[src/rtl/audio_pkg.sv]
// Shared audio definitions: default sample width and silence encoding helper.
package audio_pkg;

   localparam int AUDIO_DW = 16;

   // Two's complement silence is zero; offset-binary silence is the mid-scale code.
   function automatic logic [31:0] silence_val(input logic signed_sample, input int width);
      silence_val = signed_sample ? 32'd0 : (32'd1 << (width - 1));
   endfunction

endpackage

[src/rtl/sync_fifo.sv]
// Single-clock FIFO, combinational head read, registered level; pushes while full are dropped.
module sync_fifo #(
   parameter int WIDTH = 32,
   parameter int DEPTH = 4
) (
   input  logic                       clk_sys,
   input  logic                       reset,
   input  logic                       push,
   input  logic [WIDTH-1:0]           push_dat,
   input  logic                       pop,
   output logic [WIDTH-1:0]           pop_dat,
   output logic                       full,
   output logic                       empty,
   output logic [$clog2(DEPTH):0]     level
);

   localparam int PTR_W = $clog2(DEPTH);

   logic [WIDTH-1:0] r_mem [DEPTH];
   logic [PTR_W-1:0] r_wr_ptr;
   logic [PTR_W-1:0] r_rd_ptr;
   logic [PTR_W:0]   r_level;
   logic             w_push;
   logic             w_pop;

   assign full    = (r_level == (PTR_W+1)'(DEPTH));
   assign empty   = (r_level == '0);
   assign level   = r_level;
   assign pop_dat = r_mem[r_rd_ptr];
   assign w_push  = push & ~full;
   assign w_pop   = pop & ~empty;

   always_ff @(posedge clk_sys) begin
      if (reset) begin
         r_wr_ptr <= '0;
         r_rd_ptr <= '0;
         r_level  <= '0;
      end else begin
         if (w_push) r_wr_ptr <= r_wr_ptr + 1'b1;
         if (w_pop)  r_rd_ptr <= r_rd_ptr + 1'b1;
         case ({w_push, w_pop})
            2'b10:   r_level <= r_level + 1'b1;
            2'b01:   r_level <= r_level - 1'b1;
            default: r_level <= r_level;
         endcase
      end
   end

   // Storage is not reset; the pointers alone define validity.
   always_ff @(posedge clk_sys) begin
      if (w_push) r_mem[r_wr_ptr] <= push_dat;
   end

endmodule

[src/rtl/i2s_sample_sched.sv]
// Buffers stereo pairs and presents one per I2S frame, one cycle after the lrclk falling edge.
// in_ready drops only when the FIFO is full; a pop in the same cycle does not free a slot early.
module i2s_sample_sched #(
   parameter int AUDIO_DW       = audio_pkg::AUDIO_DW,
   parameter int FIFO_DEPTH     = 4,
   parameter bit UNDERFLOW_ZERO = 1'b0
) (
   input  logic                          clk_sys,
   input  logic                          reset,
   input  logic                          in_valid,
   output logic                          in_ready,
   input  logic [AUDIO_DW-1:0]           in_left,
   input  logic [AUDIO_DW-1:0]           in_right,
   input  logic                          signed_sample,
   input  logic                          mute,
   input  logic                          lrclk,
   output logic [AUDIO_DW-1:0]           left_chan,
   output logic [AUDIO_DW-1:0]           right_chan,
   output logic [$clog2(FIFO_DEPTH):0]   fifo_level,
   output logic                          underflow,
   output logic [15:0]                   underflow_cnt
);

   import audio_pkg::*;

   logic [AUDIO_DW-1:0]   r_left_chan;
   logic [AUDIO_DW-1:0]   r_right_chan;
   logic                  r_lrclk_q;
   logic [15:0]           r_underflow_cnt;
   logic [AUDIO_DW-1:0]   w_silence;
   logic                  w_frame_stb;
   logic                  w_push;
   logic                  w_pop;
   logic                  w_full;
   logic                  w_empty;
   logic [2*AUDIO_DW-1:0] w_head;

   assign w_silence   = AUDIO_DW'(silence_val(signed_sample, AUDIO_DW));
   assign w_frame_stb = r_lrclk_q & ~lrclk;
   assign in_ready    = ~w_full;
   assign w_push      = in_valid & ~w_full;
   assign w_pop       = w_frame_stb & ~w_empty;
   assign underflow   = w_frame_stb & w_empty;

   assign left_chan     = r_left_chan;
   assign right_chan    = r_right_chan;
   assign underflow_cnt = r_underflow_cnt;

   sync_fifo #(
      .WIDTH (2*AUDIO_DW),
      .DEPTH (FIFO_DEPTH)
   ) u_fifo (
      .clk_sys  (clk_sys),
      .reset    (reset),
      .push     (w_push),
      .push_dat ({in_left, in_right}),
      .pop      (w_pop),
      .pop_dat  (w_head),
      .full     (w_full),
      .empty    (w_empty),
      .level    (fifo_level)
   );

   // lrclk_q resets high so a low lrclk at reset release reads as a frame start, like the serializer.
   always_ff @(posedge clk_sys) begin
      if (reset) begin
         r_lrclk_q <= 1'b1;
      end else begin
         r_lrclk_q <= lrclk;
      end
   end

   // Outputs only move on the strobe so the serializer sees a pair stable for the whole frame.
   always_ff @(posedge clk_sys) begin
      if (reset) begin
         r_left_chan  <= w_silence;
         r_right_chan <= w_silence;
      end else if (w_frame_stb) begin
         if (!w_empty && !mute) begin
            r_left_chan  <= w_head[2*AUDIO_DW-1:AUDIO_DW];
            r_right_chan <= w_head[AUDIO_DW-1:0];
         end else if (!w_empty || UNDERFLOW_ZERO || mute) begin
            r_left_chan  <= w_silence;
            r_right_chan <= w_silence;
         end
      end
   end

   always_ff @(posedge clk_sys) begin
      if (reset) begin
         r_underflow_cnt <= '0;
      end else if (underflow && (r_underflow_cnt != 16'hFFFF)) begin
         r_underflow_cnt <= r_underflow_cnt + 16'd1;
      end
   end

endmodule

[config.mk]
export PLATFORM = sky130hd
export DESIGN_NAME = i2s_sample_sched
export DESIGN_NICKNAME = d
export VERILOG_FILES = /design/src/rtl/audio_pkg.sv /design/src/rtl/sync_fifo.sv /design/src/rtl/i2s_sample_sched.sv
export SDC_FILE = /design/constraint.sdc
export NUM_CORES = 1
export LEC_CHECK = 0
export BUFFER_PORTS_ARGS = -buffer_cell sky130_fd_sc_hd__buf_4
export CORE_MARGIN = 3
export CORE_UTILIZATION = 40
export DETAILED_ROUTE_END_ITERATION = 8
export PLACE_DENSITY = 0.7
export SLEW_MARGIN = 20
export SYNTH_ARGS = -nofsm -noshare
export SYNTH_HDL_FRONTEND = slang
export SYNTH_SLANG_ARGS = --single-unit
[constraint.sdc]
create_clock -name clk_sys -period 2.75 [get_ports clk_sys]
set_input_delay 0.275 -clock clk_sys [delete_from_list [all_inputs] [get_ports clk_sys]]
set_output_delay 0.275 -clock clk_sys [all_outputs]
set_load 0.05 [all_outputs]
======== Yosys cells after proc, flatten, opt, wreduce, memory -nomap -nowiden ========
Memory sizes are Yosys's and may differ from the RTL's. A register that Yosys moved wholly into a read port is not among the register bits.
Index checks and enable logic that the tools add are counted.
word-level totals
  memories ................................ 1
  flip-flop bits (word level) ............. 56
  logic and storage cells ................. 49
  bits in writable memories ............... 128
  output and inout bits ................... 53
  bits of input ports ..................... 38
cells by class
  mux-type cells .......................... 13
  reductions and logical operators ........ 10
  equality and inequality tests ........... 4
  bitwise gates (word level) .............. 9
  add/subtract/negate cells ............... 5
memory list
  memory        depth  bits a word  read ports  clocked after memory_dff  wr ports  line             source
  u_fifo.r_mem  4      32           1           1                         1         sync_fifo.sv:19  logic [WIDTH-1:0] r_mem [DEPTH];
operators with widths
  cell                                                  number
  2-to-1 mux 16 bit                                     8
  adder 16 x 1 -> 16 bit (second input constant)        1
  != test 16 bit (second input constant)                1
  AND 1 bit                                             6
  case mux 3 bit (2 select lines)                       1
  adder 2 x 1 -> 2 bit (second input constant)          2
  2-to-1 mux 2 bit                                      2
  nonzero test 2 bit                                    2
  adder 3 x 1 -> 3 bit (second input constant)          1
  equality test 3 bit (second input constant)           1
  logical NOT 3 bit                                     1
  NOT 1 bit                                             3
  nonzero test 3 bit                                    1
  subtractor 3 x 1 -> 3 bit (second input constant)     1
  equality test 2 x 1 -> 1 bit (second input constant)  1
  equality test 2 bit (second input constant)           1
  logical AND 1 bit                                     2
  logical NOT 1 bit                                     2
  2-to-1 mux 1 bit                                      2
  AND reduction 2 bit                                   1
  logical OR 1 bit                                      1

======== Logic depth before layout (Yosys ltp) ========
  depth after elaboration ................. 7
  gate-level depth with buffers ........... 9
  gate-level depth less buffers ........... 9

======== Hierarchy ========
Synthesis repeated with hierarchy kept, for this count alone.
unflattened totals
  cells, all modules ...................... 397
  area total of the unflattened synthesis .. 7,213.2 um^2
modules (own cells, without submodules)
  module            seq. area each (um^2)  area an instance (um^2)  cells an instance  times used
  sync_fifo         4,023.9                5,143.7                  221                1
  i2s_sample_sched  1,301.2                2,069.5                  176                1

======== Worst setup path before layout ========
No wires, ideal clock.
  kind .................................... reg-to-reg
  start ................................... register u_fifo.r_level[2] (netlist: u_fifo.level[2])
  end ..................................... register u_fifo.r_level[2] (netlist: u_fifo.level[2])
  arrival time ............................ 2.869 ns
  required time ........................... 2.680 ns
  slack ................................... -0.189 ns
  clock period less this slack ............ 2.939 ns
  stages on the path, launching flop included .. 10
  library setup time ...................... 0.070 ns
  buffers on the path ..................... 0
  cells stage by stage .................... dfxtp_1 > or3b_1 > and2_1 > inv_1 > ha_1 > inv_1 > fa_1 > xor2_1 > or3_1 > a21oi_1
on the way
  word-level cells in the longest chain between the ends .. 6
  elaborated cells on any way between the ends .. 14
  those cells by class .................... add/sub: 2; eq/ne: 3; mux: 1; bitwise: 6; reduce/logical: 2
ends and longest elaborated chain
  item                                                                          line                    source
  from (decl)                                                                   sync_fifo.sv:22         logic [PTR_W:0] r_level;
  from (signal assigned)                                                        sync_fifo.sv:42         2'b10: r_level <= r_level + 1'b1;
  from (signal assigned)                                                        sync_fifo.sv:43         2'b01: r_level <= r_level - 1'b1;
  from (signal assigned)                                                        sync_fifo.sv:44         default: r_level <= r_level;
  equality test 3 bit *                                                         sync_fifo.sv:26         assign full = (r_level == (PTR_W+1)'(DEPTH));
  NOT 1 bit *                                                                   --
  via in_ready                                                                  i2s_sample_sched.sv:11  output logic in_ready,
  AND 1 bit                                                                     i2s_sample_sched.sv:41  assign w_push = in_valid & ~w_full;
  AND 1 bit *                                                                   sync_fifo.sv:30         assign w_push = push & ~full;
  equality test 2 x 1 -> 1 bit / equality test 2 bit (equally long branches)    sync_fifo.sv:41         case ({w_push, w_pop})
  case mux 3 bit (2 select lines) / nonzero test 2 bit (equally long branches)  --
The timed path passes the listed nets; every way through them passes the cells marked *.
A chain may end at the register's enable or synchronous reset.

======== Final worst setup path ========
  start ................................... register u_fifo.r_level[0] (netlist: u_fifo.level[0])
  end ..................................... register u_fifo.r_level[2] (netlist: u_fifo.level[2])
on the way
  word-level cells in the longest chain between the ends .. 6
  elaborated cells on any way between the ends .. 14
  those cells by class .................... add/sub: 2; eq/ne: 3; mux: 1; bitwise: 6; reduce/logical: 2
ends and longest elaborated chain
  item                                                                          line
  equality test 3 bit / logical NOT 3 bit (equally long branches)               sync_fifo.sv:26, sync_fifo.sv:27
  NOT 1 bit (on tied branches)                                                  --
  AND 1 bit (on tied branches)                                                  i2s_sample_sched.sv:41, i2s_sample_sched.sv:42
  AND 1 bit (on tied branches)                                                  sync_fifo.sv:30, sync_fifo.sv:31
  equality test 2 x 1 -> 1 bit / equality test 2 bit (equally long branches)    sync_fifo.sv:41
  case mux 3 bit (2 select lines) / nonzero test 2 bit (equally long branches)  --
Several ways; a longest one is shown, not always the timed one.

==> results.py <==
metrics = {
    "synth": {
        "muxShareOfSynthArea_pct": 10.7,
        "synth.ff_latch_count": 186,
        "synth_compound_area_share_pct": 2.79,
        "yosysSeqAreaShare_pct": 74.3,
        "yosysUniqueCellTypes": 44,
        "synth-simple-area-share_pct": 8.84,
        "synth_edf_count": 160,
        "mappedNetlistArea_mm2": 0.00716,
        "synth_top_area_share_pct": 67.1,
        "synthXorXnorAreaFrac_pct": 0.611,
        "synth_ff_type": "edfxtp_1",
        "synth_area_leader_cell": "edfxtp_1",
        "syn_nets": 438,
        "synthCells": 393,
        "synth_top_family_by_area": "multiplexers",
        "synth_area_leaders": "edfxtp_1 (67%), mux4_2 (10%), dfxtp_1 (7.3%)",
        "yosys.area_share.adder_pct": 1.33,
        "syn_area_per_cell_um2": 18.2,
        "ys_warn_count": 0,
        "async_reset_ff_share_pct": 0,
    },
    "hold_path": {
        "hp-start": "in_left[15]",
        "hold_path.class": "primary input to flip-flop",
    },
    "global_route": {
        "overflow": 0,
        "first_global_vias": 3981,
        "antenna_found_initial": 0,
        "track_usage_pct": 14.4,
        "grt_pass1_wl_mm": 21.5,
        "grt_max_degree": 33,
    },
    "detailed_routing": {
        "vias_per_cell": 5.10,
        "ant_nets": 0,
        "vias": 3762,
        "routedWlPerCell_um": 18.1,
        "routed_wl_mm": 13.3,
        "drc": 0,
        "drt_iter0_drc": 231,
        "drtPass1Iterations": 5,
    },
    "outcome": {
        "status": "finished, final reports clean",
    },
    "critical_path": {
        "worst_r2r_endpoint": "u_fifo.level[2]$_SDFFE_PP0P_",
        "reg2reg_from": "u_fifo.level[0]$_SDFFE_PP0P_",
        "required_ns": 3.10,
        "reg2reg_slack_ns": 0.35,
        "worst_ep_arrival_time_ns": 2.75,
        "crit_fanout": 6,
        "critPathKind": "flip-flop to flip-flop",
        "cp-startpoint": "u_fifo.level[0]$_SDFFE_PP0P_",
        "crit_end": "u_fifo.level[2]$_SDFFE_PP0P_",
        "worstRegToRegCells": 9,
        "worstSetupEndpointType": "flip-flop",
        "start_kind": "flip-flop",
    },
    "cts": {
        "cts_sinks": 186,
        "post_cts_buffers": 0,
        "cts-root-buf": "clkbuf_16",
        "clkSlewWorstSetupHoldPaths_ns": 0.07,
        "cts_resized": 0,
        "htreeDepth": 4,
        "tritoncts": "built",
        "insertion_delay_ns": 0.43,
        "numCtsBuffers": 17,
        "hold_buffers": 0,
        "cts_buffer_depth": 2,
    },
    "power": {
        "p_clk_share_pct": 34.0,
        "comb_power_share_pct": 21.0,
        "seqPwrFrac_pct": 45.0,
        "internal_power_w": 0.00573,
        "power.leakage_nw": 3.10,
        "power.total_w": 0.00797,
        "ir_worst_vdd_mv": 0.522,
        "p_switching_w": 0.00225,
        "swShare_pct": 28.2,
        "power_density_mw_per_mm2": 903,
    },
    "placed_design": {
        "port_buffers": 90,
        "hpwlAfterDp_mm": 8.73,
        "dp_slack_ns": 0.368,
        "gp_congestion": 0.781,
    },
    "sta": {
        "tns_ns": 0,
        "setup_viol_count_final": 0,
        "period_minus_slack_ns": 2.40,
        "setup_ws_ns": 0.355,
        "fmax_mhz": 417,
        "report.final.slew_viol_count": 0,
        "whs_ns": 0.0449,
        "final_hold_viol_count": 0,
        "grt_setup_unrepaired": "false",
        "slew_headroom_pct": 39.5,
        "worst_pin_slew_ns": 0.908,
        "fin_skew_ns": 0.00793,
        "final.period_utilization_pct": 87.1,
    },
    "die": {
        "start_util_pct": 41.1,
        "die_area_mm2": 0.0195,
        "die_width_um": 140,
        "fp.dieH_um": 140,
        "core_area_mm2": 0.0174,
        "rows": 48,
        "ioPinCount": 91,
    },
    "flow_run": {
        "cap_violations": 0,
    },
    "cells_and_area": {
        "final_util_pct": 50.7,
        "drive_gt1_share_pct": 35.4,
        "fill_cells": 1471,
        "seqCellArea_mm2": 0.00533,
        "area_growth_pct": 23.3,
        "multi_input_area_mm2": 0.00175,
        "fin_nets": 543,
    },
}
## state kept, by name, indices dropped and copies added, names as in the netlist, named ones only
register and cells:
u_fifo.r_mem 128, left_chan 16, right_chan 16, underflow_cnt 16, u_fifo.level 3, u_fifo.r_rd_ptr 2, u_fifo.r_wr_ptr 2, r_lrclk_q 1
## cell usage in the layout, fill, tap and decap left out, drive strengths merged, types with 6 or more instances in the layout
master and instances:
and2 32, nor3 8, a21oi 10, nor2 12
o21ai 6, ha 6, nand2 12, nand4 6
mux4 32, clkbuf 18, edfxtp 160, nand3 6
buf 99, dfxtp 26, inv 18
## cells in the mapped netlist (3+ instances only)
cell        n
a21oi_1    10
and2_1     32
and3_1      5
buf_2       3
clkbuf_1   10
dfxtp_1    26
edfxtp_1  160
ha_1        6
inv_1      13
mux2_2      3
mux4_2     32
nand2_1    12
nand3_1     6
nand4_1     4
nor2_1     12
nor2b_1     4
nor3_1      6
o21ai_0     6
o31ai_1     4
o41ai_1     3
or3_1       3
or4_1       5
xor2_1      3
## per-stage QoR
stage                     std cells  area [µm²]
after floorplan                 393        7170
after global placement          704        8170
after detailed placement        704        8170
after CTS                       736        8830
after global routing            736        8830
final                           737        8830
## layer usage
layer,share of wire (%),track usage (%)
met5,0,0
met3,5.1,4.30
met4,1.6,5.05
met2,51,23.9
met1,42,18.0
## layout make-up
class,instances,share of cell area (%)
diodes,1,0.0283
multi-input cells,181,19.8
clock buffers,18,4.86
repair buffers,99,8.56
inverters,13,0.552
clock inverters,14,2.66
well taps,225,3.19
flip-flops and latches,186,60.3
## cells by family (layout without fill, tap and decap cells)
family / Yosys count / after routing
compound gates: 31 / 31
xor+xnor: 5 / 5
simple gates: 102 / 102
buf+inv: 26 / 144
fa+ha+maj: 7 / 7
other cells: 0 / 1
flops: 186 / 186
mux: 36 / 36
## critical path, stage by stage, from the launching register on
cell and delay [ns]:
dfxtp_1 0.39, or3b_4 0.46, and2_1 0.20, inv_1 0.08, ha_1 0.19, inv_1 0.06, fa_1 0.37, xor2_1 0.15
or3_1 0.30, a21oi_1 0.13
## worst min-delay path by stage
stage	cells after the start	end
6_report	1	u_fifo.r_mem[1][31]$_DFFE_PP_
3_3_place_gp	1	u_fifo.r_mem[0][26]$_DFFE_PP_
5_1_grt	1	u_fifo.r_mem[0][3]$_DFFE_PP_
2_1_floorplan	0	u_fifo.r_mem[0][0]$_DFFE_PP_
4_1_cts	1	u_fifo.r_mem[0][0]$_DFFE_PP_
3_5_place_dp	1	u_fifo.r_mem[1][31]$_DFFE_PP_
## power by group through the flow
| stage | Sequential [W] | Clock, W | Combinational, W |
|---|---|---|---|
| after floorplan | 0.00404 | 0 | 0.000787 |
| after global placement | 0.00363 | 0 | 0.00168 |
| after detailed placement | 0.00366 | 0 | 0.00171 |
| after CTS | 0.00360 | 0.00276 | 0.00171 |
| after global routing | 0.00363 | 0.00288 | 0.00180 |
| final | 0.00359 | 0.00271 | 0.00167 |
Power figures use the tool's default switching activity.
